### config.mk
export PLATFORM = sky130hd
export DESIGN_NAME = alu_uart_interface
export DESIGN_NICKNAME = d
export VERILOG_FILES = /design/src/rtl/alu_pkg.sv /design/src/rtl/alu_uart_interface.sv
export SDC_FILE = /design/constraint.sdc
export NUM_CORES = 1
export LEC_CHECK = 0
export BUFFER_PORTS_ARGS = -buffer_cell sky130_fd_sc_hd__buf_4
export CORE_ASPECT_RATIO = 0.8
export CORE_MARGIN = 1
export CORE_UTILIZATION = 46
export DETAILED_ROUTE_END_ITERATION = 8
export GPL_ROUTABILITY_DRIVEN = 0
export PLACE_DENSITY = 0.71
export SLEW_MARGIN = 20
export SYNTH_ARGS = -nofsm -noshare
export SYNTH_HDL_FRONTEND = slang
export SYNTH_SLANG_ARGS = --single-unit
### constraint.sdc
create_clock -name i_clk -period 2.85 [get_ports i_clk]
set_input_delay 0.285 -clock i_clk [delete_from_list [all_inputs] [get_ports i_clk]]
set_output_delay 0.285 -clock i_clk [all_outputs]
set_load 0.02 [all_outputs]
### src/rtl/alu_pkg.sv
// Shared ALU definitions: default widths, MIPS funct codes and the UART front-end states.
package alu_pkg;

  localparam int unsigned DEF_N_BITS_DATA = 32;
  localparam int unsigned DEF_N_BITS_OP   = 6;
  localparam int unsigned DEF_N_BITS_BYTE = 8;

  localparam logic [5:0] FUNCT_ADD = 6'b100000;
  localparam logic [5:0] FUNCT_SUB = 6'b100010;
  localparam logic [5:0] FUNCT_AND = 6'b100100;
  localparam logic [5:0] FUNCT_OR  = 6'b100101;
  localparam logic [5:0] FUNCT_XOR = 6'b100110;
  localparam logic [5:0] FUNCT_NOR = 6'b100111;
  localparam logic [5:0] FUNCT_SRL = 6'b000010;
  localparam logic [5:0] FUNCT_SRA = 6'b000011;

  typedef enum logic [2:0] {
    RX_D1   = 3'd0,
    RX_D2   = 3'd1,
    RX_OP   = 3'd2,
    EXEC    = 3'd3,
    TX_SEND = 3'd4,
    TX_WAIT = 3'd5
  } state_e;

endpackage

### src/rtl/alu_uart_interface.sv
// UART front end for the ALU: gathers operand/opcode bytes, drives the ALU,
// and streams the result back LSB first over a start/done handshake.
module alu_uart_interface
  import alu_pkg::*;
#(
  parameter int unsigned N_BITS_DATA = DEF_N_BITS_DATA,
  parameter int unsigned N_BITS_OP   = DEF_N_BITS_OP,
  parameter int unsigned N_BITS_BYTE = DEF_N_BITS_BYTE
) (
  input  logic                   i_clk,
  input  logic                   i_reset,
  input  logic                   i_rx_done,
  input  logic [N_BITS_BYTE-1:0] i_rx_data,
  input  logic                   i_tx_done,
  output logic                   o_tx_start,
  output logic [N_BITS_BYTE-1:0] o_tx_data,
  output logic [N_BITS_DATA-1:0] o_data_1,
  output logic [N_BITS_DATA-1:0] o_data_2,
  output logic [N_BITS_OP-1:0]   o_ctrl,
  input  logic [N_BITS_DATA-1:0] i_alu_result,
  output logic                   o_busy
);

  localparam int unsigned NB    = N_BITS_DATA / N_BITS_BYTE;
  localparam int unsigned IDX_W = (NB > 1) ? $clog2(NB) : 1;
  localparam logic [IDX_W-1:0] IDX_LAST = IDX_W'(NB - 1);

  state_e                 state_q, state_d;
  logic [IDX_W-1:0]       idx_q, idx_d;
  logic [N_BITS_DATA-1:0] data1_q, data1_d;
  logic [N_BITS_DATA-1:0] data2_q, data2_d;
  logic [N_BITS_OP-1:0]   ctrl_q, ctrl_d;
  logic [N_BITS_DATA-1:0] result_q, result_d;
  logic [N_BITS_BYTE-1:0] tx_data_q, tx_data_d;
  logic                   tx_start_q, tx_start_d;
  logic                   busy_q, busy_d;

  // State, byte index and all registered outputs.
  always_ff @(posedge i_clk) begin
    if (i_reset) begin
      state_q    <= RX_D1;
      idx_q      <= '0;
      data1_q    <= '0;
      data2_q    <= '0;
      ctrl_q     <= '0;
      result_q   <= '0;
      tx_data_q  <= '0;
      tx_start_q <= 1'b0;
      busy_q     <= 1'b0;
    end else begin
      state_q    <= state_d;
      idx_q      <= idx_d;
      data1_q    <= data1_d;
      data2_q    <= data2_d;
      ctrl_q     <= ctrl_d;
      result_q   <= result_d;
      tx_data_q  <= tx_data_d;
      tx_start_q <= tx_start_d;
      busy_q     <= busy_d;
    end
  end

  // Next state and byte index; each event only acts in the state that owns it.
  always_comb begin
    state_d = state_q;
    idx_d   = idx_q;
    case (state_q)
      RX_D1: begin
        if (i_rx_done) begin
          if (idx_q == IDX_LAST) begin
            state_d = RX_D2;
            idx_d   = '0;
          end else begin
            idx_d = idx_q + IDX_W'(1);
          end
        end
      end
      RX_D2: begin
        if (i_rx_done) begin
          if (idx_q == IDX_LAST) begin
            state_d = RX_OP;
            idx_d   = '0;
          end else begin
            idx_d = idx_q + IDX_W'(1);
          end
        end
      end
      RX_OP: begin
        if (i_rx_done) begin
          state_d = EXEC;
          idx_d   = '0;
        end
      end
      EXEC: begin
        state_d = TX_SEND;
        idx_d   = '0;
      end
      TX_SEND: begin
        state_d = TX_WAIT;
      end
      TX_WAIT: begin
        if (i_tx_done) begin
          if (idx_q == IDX_LAST) begin
            state_d = RX_D1;
            idx_d   = '0;
          end else begin
            state_d = TX_SEND;
            idx_d   = idx_q + IDX_W'(1);
          end
        end
      end
      default: begin
        state_d = RX_D1;
        idx_d   = '0;
      end
    endcase
  end

  // Register updates for operands, opcode, result and transmit side.
  always_comb begin
    data1_d    = data1_q;
    data2_d    = data2_q;
    ctrl_d     = ctrl_q;
    result_d   = result_q;
    tx_data_d  = tx_data_q;
    tx_start_d = 1'b0;
    busy_d     = 1'b0;

    case (state_q)
      RX_D1:   if (i_rx_done) data1_d[N_BITS_BYTE*32'(idx_q) +: N_BITS_BYTE] = i_rx_data;
      RX_D2:   if (i_rx_done) data2_d[N_BITS_BYTE*32'(idx_q) +: N_BITS_BYTE] = i_rx_data;
      RX_OP:   if (i_rx_done) ctrl_d = i_rx_data[N_BITS_OP-1:0];
      EXEC:    result_d = i_alu_result;
      default: ;
    endcase

    // Entering TX_SEND from EXEC the result register is loading this edge,
    // so byte 0 is taken straight from the ALU.
    if (state_d == TX_SEND) begin
      tx_start_d = 1'b1;
      if (state_q == EXEC) begin
        tx_data_d = i_alu_result[N_BITS_BYTE-1:0];
      end else begin
        tx_data_d = result_q[N_BITS_BYTE*32'(idx_d) +: N_BITS_BYTE];
      end
    end

    busy_d = (state_d == EXEC) || (state_d == TX_SEND) || (state_d == TX_WAIT);
  end

  assign o_data_1   = data1_q;
  assign o_data_2   = data2_q;
  assign o_ctrl     = ctrl_q;
  assign o_tx_data  = tx_data_q;
  assign o_tx_start = tx_start_q;
  assign o_busy     = busy_q;

endmodule

### Yosys cells after proc, flatten, opt, wreduce, memory -nomap -nowiden

Index checks and enable logic that the tools add are counted.

| storage, ports and cells | value |
|---|---|
| bits in registers | 117 |
| input port bits | 44 |
| output and inout port bits | 80 |
| word-level logic and storage cells | 47 |

| operators by class | value |
|---|---|
| add/subtract/negate cells | 2 |
| equal/unequal tests | 9 |
| shifts and indexed selects | 3 |
| muxes and demuxes | 17 |
| reductions and logical operators | 7 |

Operators with widths:

| cell | number |
|---|---|
| $bwmux 32 | 2 |
| $neg 5->34 | 1 |
| $shift 8x34->32 const A | 1 |
| $shiftx 8x34->32 | 1 |
| $shiftx 32x6->8 | 1 |
| $mux 3 | 7 |
| $pmux 3 s6 | 1 |
| $eq 3x3->1 const B | 4 |
| $eq 3x2->1 const B | 3 |
| $mux 2 | 4 |
| $mux 8 | 1 |
| $pmux 2 s4 | 1 |
| $reduce_and 2->1 | 3 |
| $eq 3x1->1 const B | 1 |
| $logic_not 3->1 | 1 |
| $add 2x1->2 const B | 1 |
| $eq 2x2->1 const B | 1 |
| $logic_or 1x1->1 | 2 |
| $reduce_or 2->1 | 1 |
| $mux 1 | 1 |

### Longest topological paths before layout

| logic depth | value |
|---|---|
| depth in word-level cells | 7 |
| gate-level depth with buffers | 10 |
| gate-level depth less buffers | 8 |

### Worst setup path after synthesis

OpenSTA, ideal clock, no wires.

| path | value |
|---|---|
| path kind | reg2reg |
| start | register idx_q[0] |
| end | register tx_data_q[0] (netlist: o_tx_data[0]) |
| setup time | 0.135 ns |
| data arrival time | 2.092 ns |
| required time | 2.715 ns |
| setup slack | 0.622 ns |
| cell stages (with the launch flop) | 11 |
| clock period less this slack | 2.228 ns |
| cell sequence | dfxtp_1 -> inv_1 -> ha_1 -> nand2_1 -> o21ai_1 -> a221oi_2 -> buf_6 -> buf_12 -> mux2i_1 -> o221a_1 -> nor3_2 |

| on the way | value |
|---|---|
| longest elaborated chain between the ends | 6 |

Ends and longest elaborated chain:

| what | line | source |
|---|---|---|
| from (decl) | alu_uart_interface.sv:29 | `logic [IDX_W-1:0] idx_q, idx_d;` |
| from (signal assigned) | alu_uart_interface.sv:52 | `idx_q <= idx_d;` |
| $add 2x1->2 / $eq 2x2->1 (equally long branches) | n/a |  |
| $mux 2 | alu_uart_interface.sv:70, alu_uart_interface.sv:80, alu_uart_interface.sv:103 |  |
| $mux 2, on equally long branches | alu_uart_interface.sv:102, alu_uart_interface.sv:79 |  |
| $pmux 2 s4 | alu_uart_interface.sv:67 | `case (state_q)` |
| $shiftx 32x6->8 | alu_uart_interface.sv:144 | `tx_data_d = result_q[N_BITS_BYTE*32'(idx_d) +: N_BITS_BYTE];` |
| $mux 8 | alu_uart_interface.sv:141 | `if (state_q == EXEC) begin` |
| to (signal assigned) | alu_uart_interface.sv:57 | `tx_data_q <= tx_data_d;` |
| to (decl) | alu_uart_interface.sv:34 | `logic [N_BITS_BYTE-1:0] tx_data_q, tx_data_d;` |

Several ways; a longest one is shown, not always the timed one.
A chain may end at the register's enable or synchronous reset.

### Worst setup path in the final report

| path | value |
|---|---|
| start | register idx_q[0] |
| end | register tx_data_q[6] (netlist: o_tx_data[6]) |

Same word-level chain as after synthesis.

==> flow_summary.ini <==
[status]
outcome = finished clean

[clocking]
cts_buffer_depth = 2
cts_root_buf = clkbuf_16
clock_sinks = 117
postCtsHoldBufs = 0
cts_tree = yes
cts_setup_buffers = 0
cts_resized = 0
clkSlewWorstSetupHoldPaths_ns = 0.06
worstSkewPairLatency_ns = 0.41
cts_buffers = 17
htreeDepth = 4

[sta]
fmax_ghz = 0.393
post-route-period-util_pct = 89.3
finalWorstSetupSlack_ns = 0.306
setup_viol = 0
fin_skew_ns = 0.0139
worstMarginPinSlew_ns = 0.771
final_max_slew_viol_count = 0
fin_crit_ns = 2.54
slew_headroom_pct = 48.3
setup_tns_ns = 0
hold_viol_final = 0
hold_ws_ns = 0.119
grt_setup_unrepaired = false

[yosys]
yosys.area.top_type = dfxtp_1
syn-num-nets = 616
syn_area_um2 = 4790
syn_inst = 567
synth_warnings = 0
synthDistinctLibCells = 39
syn-mean-instance-area_um2 = 8.45
yosysSeqAreaShare_pct = 48.9
ys_seq_elements = 117
yosysTopAreaCellShare_pct = 48.9
synthTopCellsByArea = dfxtp_1 (49%), a21oi_1 (9.7%), nand2_1 (8.1%), nor2_1 (4.9%), mux2i_1 (4.6%)

[routing]
drtIter0Drc = 285
firstDrtPassIters = 5
wl_mm = 13.3
drc = 0
ant_nets = 0
vias = 4395
vias_per_cell = 5.33
avgRoutedWirePerCell_um = 16.1

[critical_path]
ff2ff_setup_slack_ns = 0.31
crit_required_ns = 3.11
rr_worst_depth = 9
path_class = flip-flop to flip-flop
worstPathArrival_ns = 2.80
crit_fanout = 17
critPathLaunchType = flip-flop
r2r-end = o_tx_data[6]
end_kind = flip-flop
rr_startpoint = idx_q[0]

[flow_run]
maxCapViolations = 0

[floorplan]
fp.dieH_um = 93.3
rows = 32
core_um2 = 9890
start_util_pct = 48.4
fp.dieW_um = 116
die_area_um2 = 10800
ios = 124

[layout]
diodes = 0
final_area_um2 = 6330
fin_nets = 724
fill_cells = 881
drive_above_1_share_pct = 25.1
final_core_util_pct = 64.0
syn_to_final_growth_pct = 32.1
fin_cells = 824

[grt]
use_met2_pct = 37.9
globalRouteMet1Util_pct = 33.8
gr-total-overflow = 0
grt_max_degree = 65
antenna_found_initial = 0
use_met3_pct = 7.13
grt-busiest-layer = met2
grtUsageTotal_pct = 25.2
grt_pass1_wl_mm = 20.4
grt_pass1_vias = 3990

[hold_path]
hold_depth = 3
min_path_type = primary input to flip-flop
hold_end = result_q[27]
holdCritStartpoint = i_alu_result[27]

[placement]
place_ws_ns = 0.346
portBuffers = 123
place_hpwl_mm = 8.87
placed_cell_area_um2 = 5750
dp.cells = 792

[power_and_ir_drop]
total_power_mw = 3.98
p_leak_nw = 2.51
p_per_area_nw_per_um2 = 629
ir_drop_uv = 593
## placed cells by master, fill, tap and decap left out, types with 2 or more instances in the layout
cell / netlist / final
a211oi_1: 2 / 2
nor3_2: 8 / 8
nand2b_1: 11 / 11
o221a_1: 8 / 8
a22oi_1: 16 / 16
nor4bb_1: 2 / 2
inv_1: 2 / 2
mux2i_1: 22 / 22
nor3b_1: 2 / 2
clkinvlp_4: 0 / 4
a21oi_1: 93 / 93
o21ai_1: 3 / 3
clkinv_4: 0 / 3
nor3_1: 24 / 24
nand2_1: 103 / 103
buf_4: 1 / 129
ha_1: 5 / 5
and3_1: 2 / 2
o21ai_0: 5 / 5
nand3_1: 2 / 2
clkinv_2: 0 / 3
nor2_1: 62 / 62
dfxtp_1: 117 / 117
clkbuf_16: 0 / 17
bufinv_16: 0 / 2
or3_1: 24 / 24
clkbuf_1: 27 / 2
## cell usage after synthesis, drive strengths merged
library cell	n
a21o	1
nor3b	2
a221oi	1
a21oi	93
buf	14
or3	24
o221a	8
and2	2
and3	2
ha	5
a211oi	2
o21ai	8
mux2i	22
clkbuf	27
nor2	62
nand2	103
nor4b	1
nor3	32
and3b	1
or3b	1
a22oi	16
o21a	1
nor4bb	2
dfxtp	117
inv	2
nand3	2
nor2b	1
nor4	1
nand4b	1
nand2b	12
o2bb2ai	1
## power breakdown
part	internal (mW)	switching [mW]	leakage [nW]
clock network	1.31	0.757	0.272
logic	0.0986	0.162	1.30
registers	1.65	0.0108	0.943
## kinds of logic (layout without fill, tap and decap cells)
group,count (synthesis),after routing,share of synthesized area (%)
adder cells (fa/ha/maj),5,5,1.31
flip-flops,117,117,48.9
multiplexers,22,22,4.60
AND/OR/NAND/NOR,249,249,24.7
buffers and inverters,43,164,4.34
AO/OA/AOI/OAI,131,131,16.2
## critical path, stage by stage (launching register included)
cell and delay (ns):
dfxtp_1 0.55, inv_1 0.14, ha_1 0.40, nand2_1 0.10
o21ai_1 0.07, a221oi_2 0.26, buf_4 0.33, mux2i_1 0.25
o221a_1 0.24, nor3_2 0.05
## layer usage
layer,vias up,routed length (µm)
li1,2165,-
met1,2080,6230
met2,133,6030
met3,17,795
met4,0,236
met5,-,0
## registers in the layout, summed over array words and instances (netlist names)
| signal | flops |
|---|---|
| o_data_2 | 32 |
| state_q | 3 |
| o_tx_start | 1 |
| idx_q | 2 |
| o_busy | 1 |
| result_q | 32 |
| o_tx_data | 8 |
| o_ctrl | 6 |
| o_data_1 | 32 |
## layout make-up
class	count	area [µm²]	area share, %
clock buffers	20	447	7.06
flip-flops and latches	117	2340	37.0
clock inverters	12	131	2.08
inverters	2	7.51	0.119
multi-input cells	407	2240	35.4
well taps	136	170	2.69
repair buffers	130	988	15.6
## how the worst max path moves through the flow
| stage | depth (start not counted) | start | to | slack (ns) |
|---|---|---|---|---|
| floorplan | 10 | idx_q[0] | o_tx_data[0] | 0.62 |
| CTS | 9 | idx_q[0] | o_tx_data[6] | 0.32 |
| global placement | 9 | idx_q[0] | o_tx_data[6] | 0.51 |
| detailed placement | 9 | idx_q[0] | o_tx_data[1] | 0.35 |
| global route | 9 | idx_q[0] | o_tx_data[4] | 0.11 |
| finish | 9 | idx_q[0] | o_tx_data[6] | 0.31 |
Note: power is estimated with default switching activity, not from simulation.
